## config.mk

```make
export PLATFORM = sky130hd
export DESIGN_NAME = basic_datapath_flat
export DESIGN_NICKNAME = d
export VERILOG_FILES = /design/src/rtl/basic_dp_pkg.sv /design/src/rtl/basic_datapath_if.sv /design/src/rtl/basic_datapath_bus_encoder.sv /design/src/rtl/basic_datapath.sv /design/src/flat_wrapper.sv
export SDC_FILE = /design/constraint.sdc
export NUM_CORES = 1
export LEC_CHECK = 0
export CAP_MARGIN = 10
export CORE_ASPECT_RATIO = 2
export CORE_UTILIZATION = 54
export CTS_CLUSTER_SIZE = 28
export DETAILED_ROUTE_END_ITERATION = 12
export PLACE_DENSITY = 0.91
export SLEW_MARGIN = 20
export SYNTH_ARGS = -nofsm -noshare
export SYNTH_HDL_FRONTEND = slang
export SYNTH_SLANG_ARGS = --single-unit
```

## constraint.sdc

```tcl
create_clock -name clk -period 3.3 [get_ports clk]
set_input_delay 0.66 -clock clk [delete_from_list [all_inputs] [get_ports clk]]
set_output_delay 0.66 -clock clk [all_outputs]
set_load 0.02 [all_outputs]
```

## src/rtl/basic_dp_pkg.sv

```systemverilog
// Shared constants for the basic register-transfer datapath.
// Bus-select codes, strobe bit positions, opcodes and IR fields.
package basic_dp_pkg;

  localparam int DW_DEF = 16;
  localparam int AW_DEF = 12;

  typedef enum logic [2:0] {
    SEL_NONE = 3'd0,
    SEL_AR   = 3'd1,
    SEL_PC   = 3'd2,
    SEL_DR   = 3'd3,
    SEL_AC   = 3'd4,
    SEL_IR   = 3'd5,
    SEL_TR   = 3'd6,
    SEL_MEM  = 3'd7
  } bus_sel_e;

  // ld is {AR, PC, DR, AC, IR}
  localparam int LD_AR = 4;
  localparam int LD_PC = 3;
  localparam int LD_DR = 2;
  localparam int LD_AC = 1;
  localparam int LD_IR = 0;

  // inr and clr are {AR, PC, DR, AC}
  localparam int RG_AR = 3;
  localparam int RG_PC = 2;
  localparam int RG_DR = 1;
  localparam int RG_AC = 0;

  localparam logic [2:0] OP_AND = 3'd0;
  localparam logic [2:0] OP_ADD = 3'd1;
  localparam logic [2:0] OP_LDA = 3'd2;
  localparam logic [2:0] OP_REG = 3'd7;

  localparam int IR_CMA = 9;
  localparam int IR_CIR = 7;
  localparam int IR_CIL = 6;

endpackage

```

## src/rtl/basic_datapath_if.sv

```systemverilog
// Word-memory port of the datapath.
// master drives address/data/strobes, slave returns read data.
interface basic_datapath_if #(
  parameter int DW = 16,
  parameter int AW = 12
);
  logic [AW-1:0] mem_addr;
  logic [DW-1:0] mem_wdata;
  logic          mem_re;
  logic          mem_we;
  logic [DW-1:0] mem_rdata;

  modport master (
    output mem_addr,
    output mem_wdata,
    output mem_re,
    output mem_we,
    input  mem_rdata
  );

  modport slave (
    input  mem_addr,
    input  mem_wdata,
    input  mem_re,
    input  mem_we,
    output mem_rdata
  );
endinterface

```

## src/rtl/basic_datapath_bus_encoder.sv

```systemverilog
// 8-to-3 priority encoder for the common-bus select lines.
// Highest set bit wins; bit 0 is not a source.
module bus_encoder
  import basic_dp_pkg::*;
(
  input  logic [7:0] x,
  output bus_sel_e   sel,
  output logic       valid
);

  always_comb begin
    sel   = SEL_NONE;
    valid = 1'b0;
    for (int i = 1; i < 8; i++) begin
      if (x[i]) begin
        sel   = bus_sel_e'(3'(i));
        valid = 1'b1;
      end
    end
  end

endmodule

```

## src/rtl/basic_datapath.sv

```systemverilog
// AR/PC/DR/AC/IR/E register file, common bus and AC arithmetic.
// Driven by control strobes; returns IR to the control unit.
module basic_datapath
  import basic_dp_pkg::*;
#(
  parameter int DW = DW_DEF,
  parameter int AW = AW_DEF
) (
  input  logic          clk,
  input  logic          rst,
  input  logic [4:0]    ld,
  input  logic [3:0]    inr,
  input  logic [3:0]    clr,
  input  logic [7:0]    x,
  input  logic          Read,
  input  logic          Write,
  basic_datapath_if.master mem,
  output logic [DW-1:0] ir,
  output logic [DW-1:0] ac,
  output logic          e,
  output logic [DW-1:0] bus
);

  logic [AW-1:0] ar_q;
  logic [AW-1:0] pc_q;
  logic [DW-1:0] dr_q;
  logic [DW-1:0] ac_q;
  logic [DW-1:0] ir_q;
  logic          e_q;

  bus_sel_e sel;
  logic     sel_valid;

  bus_encoder u_enc (
    .x     (x),
    .sel   (sel),
    .valid (sel_valid)
  );

  always_comb begin
    bus = '0;
    if (sel_valid) begin
      unique case (sel)
        SEL_MEM: bus = mem.mem_rdata;
        SEL_TR:  bus = '0;
        SEL_IR:  bus = ir_q;
        SEL_AC:  bus = ac_q;
        SEL_DR:  bus = dr_q;
        SEL_PC:  bus = {{(DW-AW){1'b0}}, pc_q};
        SEL_AR:  bus = {{(DW-AW){1'b0}}, ar_q};
        default: bus = '0;
      endcase
    end
  end

  logic [2:0]    opc;
  logic [DW-1:0] ac_n;
  logic          e_n;

  assign opc = ir_q[14:12];

  always_comb begin
    ac_n = dr_q;
    e_n  = e_q;
    unique case (opc)
      OP_AND: ac_n = ac_q & dr_q;
      OP_ADD: {e_n, ac_n} = {1'b0, ac_q} + {1'b0, dr_q};
      OP_LDA: ac_n = dr_q;
      OP_REG: begin
        ac_n = ac_q;
        if (ir_q[IR_CMA])
          ac_n = ~ac_q;
        else if (ir_q[IR_CIR])
          {ac_n, e_n} = {e_q, ac_q};
        else if (ir_q[IR_CIL])
          {e_n, ac_n} = {ac_q, e_q};
      end
      default: ac_n = dr_q;
    endcase
  end

  always_ff @(posedge clk or posedge rst) begin
    if (rst) begin
      ar_q <= '0;
      pc_q <= '0;
      dr_q <= '0;
      ac_q <= '0;
      ir_q <= '0;
      e_q  <= 1'b0;
    end else begin
      if (clr[RG_AR])      ar_q <= '0;
      else if (ld[LD_AR])  ar_q <= bus[AW-1:0];
      else if (inr[RG_AR]) ar_q <= ar_q + AW'(1);

      if (clr[RG_PC])      pc_q <= '0;
      else if (ld[LD_PC])  pc_q <= bus[AW-1:0];
      else if (inr[RG_PC]) pc_q <= pc_q + AW'(1);

      if (clr[RG_DR])      dr_q <= '0;
      else if (ld[LD_DR])  dr_q <= bus;
      else if (inr[RG_DR]) dr_q <= dr_q + DW'(1);

      // E only moves when an AC load actually takes effect
      if (clr[RG_AC]) begin
        ac_q <= '0;
      end else if (ld[LD_AC]) begin
        ac_q <= ac_n;
        e_q  <= e_n;
      end else if (inr[RG_AC]) begin
        ac_q <= ac_q + DW'(1);
      end

      if (ld[LD_IR]) ir_q <= bus;
    end
  end

  assign mem.mem_addr  = ar_q;
  assign mem.mem_wdata = bus;
  assign mem.mem_re    = Read;
  assign mem.mem_we    = Write;

  assign ir = ir_q;
  assign ac = ac_q;
  assign e  = e_q;

endmodule
```

## src/flat_wrapper.sv

```systemverilog
// flat-port wrapper written by rule: the top's interface ports become plain ports
module basic_datapath_flat import basic_dp_pkg::*;
#(
  parameter int DW = DW_DEF,
  parameter int AW = AW_DEF
)
  (clk, rst, ld, inr, clr, x, Read, Write, ir, ac, e, bus, mem_mem_addr, mem_mem_wdata, mem_mem_re, mem_mem_we, mem_mem_rdata);
  basic_datapath_if #(.DW(DW), .AW(AW)) mem_i ();
  input  logic clk;
  input  logic rst;
  input  logic [4:0] ld;
  input  logic [3:0] inr;
  input  logic [3:0] clr;
  input  logic [7:0] x;
  input  logic Read;
  input  logic Write;
  output logic [DW-1:0] ir;
  output logic [DW-1:0] ac;
  output logic e;
  output logic [DW-1:0] bus;
  output wire logic [$bits(mem_i.mem_addr)-1:0] mem_mem_addr;
  output wire logic [$bits(mem_i.mem_wdata)-1:0] mem_mem_wdata;
  output wire logic [$bits(mem_i.mem_re)-1:0] mem_mem_re;
  output wire logic [$bits(mem_i.mem_we)-1:0] mem_mem_we;
  input wire logic [$bits(mem_i.mem_rdata)-1:0] mem_mem_rdata;
  assign mem_mem_addr = mem_i.mem_addr;
  assign mem_mem_wdata = mem_i.mem_wdata;
  assign mem_mem_re = mem_i.mem_re;
  assign mem_mem_we = mem_i.mem_we;
  assign mem_i.mem_rdata = mem_mem_rdata;
  basic_datapath #(.DW(DW), .AW(AW)) u_core (.clk(clk), .rst(rst), .ld(ld), .inr(inr), .clr(clr), .x(x), .Read(Read), .Write(Write), .mem(mem_i), .ir(ir), .ac(ac), .e(e), .bus(bus));
endmodule
```

Word level (Yosys, flattened, before mapping) --
Cells that the tools add are included.
Storage, ports and cells: bits of input ports 41, word-level logic and storage cells 69, flip-flop bits (word level) 73, output and inout bits 79
Cells by class: equality and inequality tests 11, multiplexer cells 36, bitwise logic cells 3, reduce and logical (&&, ||, !) cells 8, add/subtract/negate cells 5
Operators with widths (number):
- 16-bit two-way mux | 10
- 16-bit case mux with 6 select lines | 1
- 12-bit two-way mux | 6
- 16-bit case mux with 3 select lines | 1
- 16-bit by 1-bit adder with 16-bit output, second input constant | 2
- 12-bit by 1-bit adder with 12-bit output, second input constant | 2
- 3-bit two-way mux | 6
- 16-bit by 16-bit adder with 17-bit output | 1
- 16-bit bitwise AND | 1
- 16-bit inverter | 1
- 3-bit == test, second input constant | 4
- 3-bit nonzero test | 4
- 1-bit two-way mux | 11
- 3-bit by 1-bit == test with 1-bit output, second input constant | 2
- 3-bit by 2-bit == test with 1-bit output, second input constant | 2
- 6-bit by 3-bit inequality test with 1-bit output, second input constant | 1
- 5-bit AND reduction | 1
- 3-bit logical NOT | 1
- 3-bit by 1-bit inequality test with 1-bit output, second input constant | 1
- 2-bit inequality test, second input constant | 1
- 1-bit case mux with 2 select lines | 1
- 2-bit AND reduction | 1
- 2-bit nonzero test | 1
- 1-bit inverter | 1

Logic depth before layout (Yosys ltp) --
depth in word-level cells 12, gate-level depth with buffers 9, gate-level depth less buffers 8

Modules after synthesis --
From an unflattened synthesis, not the netlist that was laid out.
Unflattened totals: cells, all modules 813, area total of the unflattened synthesis 6592.6 µm²
Modules (own cells, without submodules):
- basic_datapath | instances 1, cells each 802, area an instance 6537.5 µm², sequential area each 1826.8 µm²
- bus_encoder | instances 1, cells each 11, area an instance 55.1 µm², sequential area each 0.0 µm²

Worst setup path before layout --
No wires, ideal clock.
path type input to output, from in x[1], to out mem_mem_wdata[3], stages 9, data required time 2640 ps, path buffers 3, setup slack -84 ps, data arrival time 2724 ps, path through nor2b_1 o21bai_1 and2_1 buf_6 buf_6 mux2_4 a222oi_1 nand2_1 buf_4
On the way: cells in the longest elaborated chain, start to end 10, elaborated cells between the ends (all ways) 22, those cells by class 6 x eq/ne; 16 x mux
RTL lines:
- from (decl) | RTL line flat_wrapper.sv:14 | input logic [7:0] x;
- 1-bit two-way mux | RTL line basic_datapath_bus_encoder.sv:15 | if (x[i]) begin
- 3-bit two-way mux (6 in a row) | RTL line basic_datapath_bus_encoder.sv:15
- 3-bit by 1-bit == test with 1-bit output (tied with other cells) | RTL line basic_datapath.sv:43 | unique case (sel)
- 16-bit case mux with 6 select lines | RTL line basic_datapath.sv:43
- 16-bit two-way mux * | RTL line basic_datapath.sv:42 | if (sel_valid) begin
- to (decl) | RTL line flat_wrapper.sv:22 | output wire logic [$bits(mem_i.mem_wdata)-1:0] mem_mem_wdata;
Mark *: on every way between the ends. The rest lies on a longest branch, timed or not.

Worst setup path after layout --
from in x[2], to out mem_mem_wdata[2]
On the way: cells in the longest elaborated chain, start to end 9, elaborated cells between the ends (all ways) 20, those cells by class 6 x eq/ne; 14 x mux
RTL lines (RTL line):
- 3-bit two-way mux (6 in a row) | basic_datapath_bus_encoder.sv:15
- 3-bit by 1-bit == test with 1-bit output (tied with other cells) | basic_datapath.sv:43
- 16-bit case mux with 6 select lines | basic_datapath.sv:43
- 16-bit two-way mux * | basic_datapath.sv:42
Marks and branches as above.

==> results.cfg <==
[final_layout]
fin_nets = 1001
final_cell_mix = buf_4 (94), nor2_1 (85), clkdlybuf4s50_1 (77)
fin_util_pct = 73.0
regArea_um2 = 1830
layout_commonest_cell = buf_4
filler_cell_count = 752
drive_above_1_share_pct = 19.9
areaGrowthSynthToFinish_pct = 32.1
multi_input_area_um2 = 4250

[grt]
grt_pass1_wl_mm = 46.8
gr-usage-met3_pct = 20.6
first_global_vias = 8113
gr-total-overflow = 0
gr-usage-all-layers_pct = 49.8
met2_usage_pct = 77.1
grt_most_used_layer = met2
grt_max_degree = 47
grtUsageMet1_pct = 49.4
antenna_found_initial = 1

[worst_setup_path]
cpMaxStageDelayCell = a222oi_1
crit_top_cell = buf_6
crit_buf_inv = 4
crit_path_max_fanout = 5
path_class = input pin to primary output
crit_path_cell_trace = clkdlybuf4s15_1, nor2b_4, o21bai_4, and2_4, buf_6, buf_6, mux2_4, a222oi_1, nand2_1, buf_6
start_kind = input pin
arrival_ps = 2620
crit_family = buffers and inverters
crit_path_max_incr_delay_ps = 430
cp.required_ps = 2640
end_kind = primary output

[timing]
hold_viol = 0
relSlewSlack_pct = 36.0
post-route-period-util_pct = 99.5
setup_slack_ps = 17.0
setup-violations-final = 0
tightest_slew_ps = 956
slew_violations = 0
holdWs_ps = 588
period_needed_ps = 3280
clock_skew_ps = 5.06
clock.fmax_ghz = 0.305

[routing]
wl_per_cell_um = 26.9
ant_nets = 0
drtPass1Iterations = 13
vias = 8150
via_per_inst = 7.48
drcViolationCount = 1
drt_iter0_drc = 1491
totalWireLength_mm = 29.3

[synthesis]
netlist.area_leader.share_pct = 28.2
synth_area_leaders = dfrtp_1 (28%), a311oi_1 (5.0%), nor2_1 (4.9%)
synth_warnings = 0
synth-seq-cells = 73
ys_async_sr_fraction_pct = 100
ys_seq_area_share_pct = 28.2
synthCells = 792
synth_area_per_cell_um2 = 8.17
syn-cell-area_um2 = 6470
ys_types = 64
yosysTopAreaCell = dfrtp_1
synthesis.nets = 854
synth_edf_count = 0
ys.flop_type = dfrtp_1

[pwr]
leakagePower_uw = 0.00359
seqPwrFrac_pct = 31.7
switching_share_pct = 35.0
internal_power_uw = 2320
comb_power_share_pct = 33.9
clkPwrFrac_pct = 34.4
power.density_nw_per_um2 = 418
power_switching_uw = 1250
ir_worst_vdd_v = 0.000467

[run_status]
outcome = finished with violations
failed_checks = design-rule violations

[floorplanning]
initial_core_util_pct = 55.3
core-area_um2 = 11700
die_w_um = 79.4
ios = 120
die_area_um2 = 12400
die_h_um = 157
rows = 56

[flow_run]
drv_cap = 0

[clock_network]
clkLatencyLatePin_ps = 340
clockBufferDepth = 2
root_buffer = clkbuf_16
cts_tree = done
cts_sinks = 73
cts_inserted_buffers = 9
hold_buffers = 0
htree_levels = 3
clk_pin_slew_worst_paths_ps = 60

[place]
port-buffer-count = 114
gp_congestion = 1.06
hpwl_mm = 19.7
pre_cts_ws_ps = -751

[hold_path]
min_path_type = flip-flop to flip-flop
## worst paths after layout
| kind | start | to | slack (ps) | cells past startpoint |
|---|---|---|---|---|
| worst min register to register | u_core.ir[5] | u_core.ir[5] | 590 | 2 |
| max in group asynchronous | rst | u_core.pc_q[8] | 1810 | 3 |
| min in group asynchronous | rst | u_core.ac[4] | 760 | 2 |
| worst min-delay path | u_core.ir[5] | u_core.ir[5] | 590 | 2 |
| worst max register to register | u_core.dr_q[0] | u_core.ac[14] | 300 | 9 |
| worst max-delay path | x[2] | mem_mem_wdata[2] | 20 | 10 |
## metal layers
layer,wire [um],vias up
met4,3960,0
met3,3210,365
met2,13600,839
met5,0,-
li1,-,3289
met1,8560,3657
## what timing repair did
action | 4_1_cts | 5_1_grt
gates resized for setup | 141 | 13
pin swaps | 24 | 5
setup buffers | 17 | 2
setup endpoints to repair | 32 | 32
## cell families after synthesis
group                    count (synthesis)  share of synthesized area [%]
AND/OR/NAND/NOR                        274                           20.9
AO/OA/AOI/OAI                          252                           27.9
buffers and inverters                   95                           6.94
flip-flops                              73                           28.2
XOR/XNOR                                46                           6.23
multiplexers                            31                           5.55
adder cells (fa/ha/maj)                 21                           4.18
## cell type report
class | instances | share of cell area, %
multi-input cells | 624 | 49.7
inverters | 16 | 0.703
flip-flops and latches | 73 | 21.4
clock inverters | 5 | 1.49
repair buffers | 215 | 21.7
well taps | 145 | 2.12
diodes | 1 | 0.0293
clock buffers | 10 | 2.80
## power groups by stage
stage | Clock, uW | Combinational, uW | Sequential, uW
2_1_floorplan | 0 | 643 | 1130
3_3_place_gp | 0 | 1110 | 1120
3_5_place_dp | 0 | 1130 | 1120
4_1_cts | 1220 | 1150 | 1110
5_1_grt | 1260 | 1300 | 1130
6_report | 1230 | 1210 | 1130
## worst min-delay path, cell delays in order (launching register included)
cell	delay, ps
dfrtp_1	410
nor2_1	100
a31oi_1	40
## cells in the mapped netlist (5+ instances only)
cell,instances
dfrtp_1,73
nand2b_1,5
buf_1,6
buf_2,8
o211ai_1,13
o22ai_1,8
mux2_4,6
and3_1,12
nand3b_1,5
xor2_1,14
mux2i_1,10
a211oi_1,14
clkbuf_1,45
mux2_2,15
a22oi_1,7
ha_1,20
buf_4,18
nand3_1,26
inv_1,16
xnor2_1,32
nor4_1,5
a222oi_1,18
o21ai_0,42
o21a_1,16
nor2_1,85
a31oi_1,16
nor3b_1,14
a21o_1,7
nor3_1,16
a21oi_1,35
a221oi_1,5
nor2b_1,12
a311oi_1,37
nand4_1,13
nand2_1,60
## metrics by stage
| step | std cells | setup TNS, ps | area (um2) | total power, uW |
|---|---|---|---|---|
| floorplan | 792 | -143 | 6480 | 1770 |
| global route | 1089 | -444 | 8540 | 3690 |
| finish | 1089 | 0 | 8540 | 3570 |
| CTS | 1086 | 0 | 8490 | 3480 |
| detailed placement | 1054 | -20550 | 8080 | 2250 |
| global placement | 1054 | -16830 | 8080 | 2230 |
## flip-flops by register name (all words and copies together) (netlist names)
name	count
u_core.mem.mem_addr	12
u_core.dr_q	16
u_core.pc_q	12
u_core.ir	16
u_core.e	1
u_core.ac	16
(Power assumes the default switching activity.)
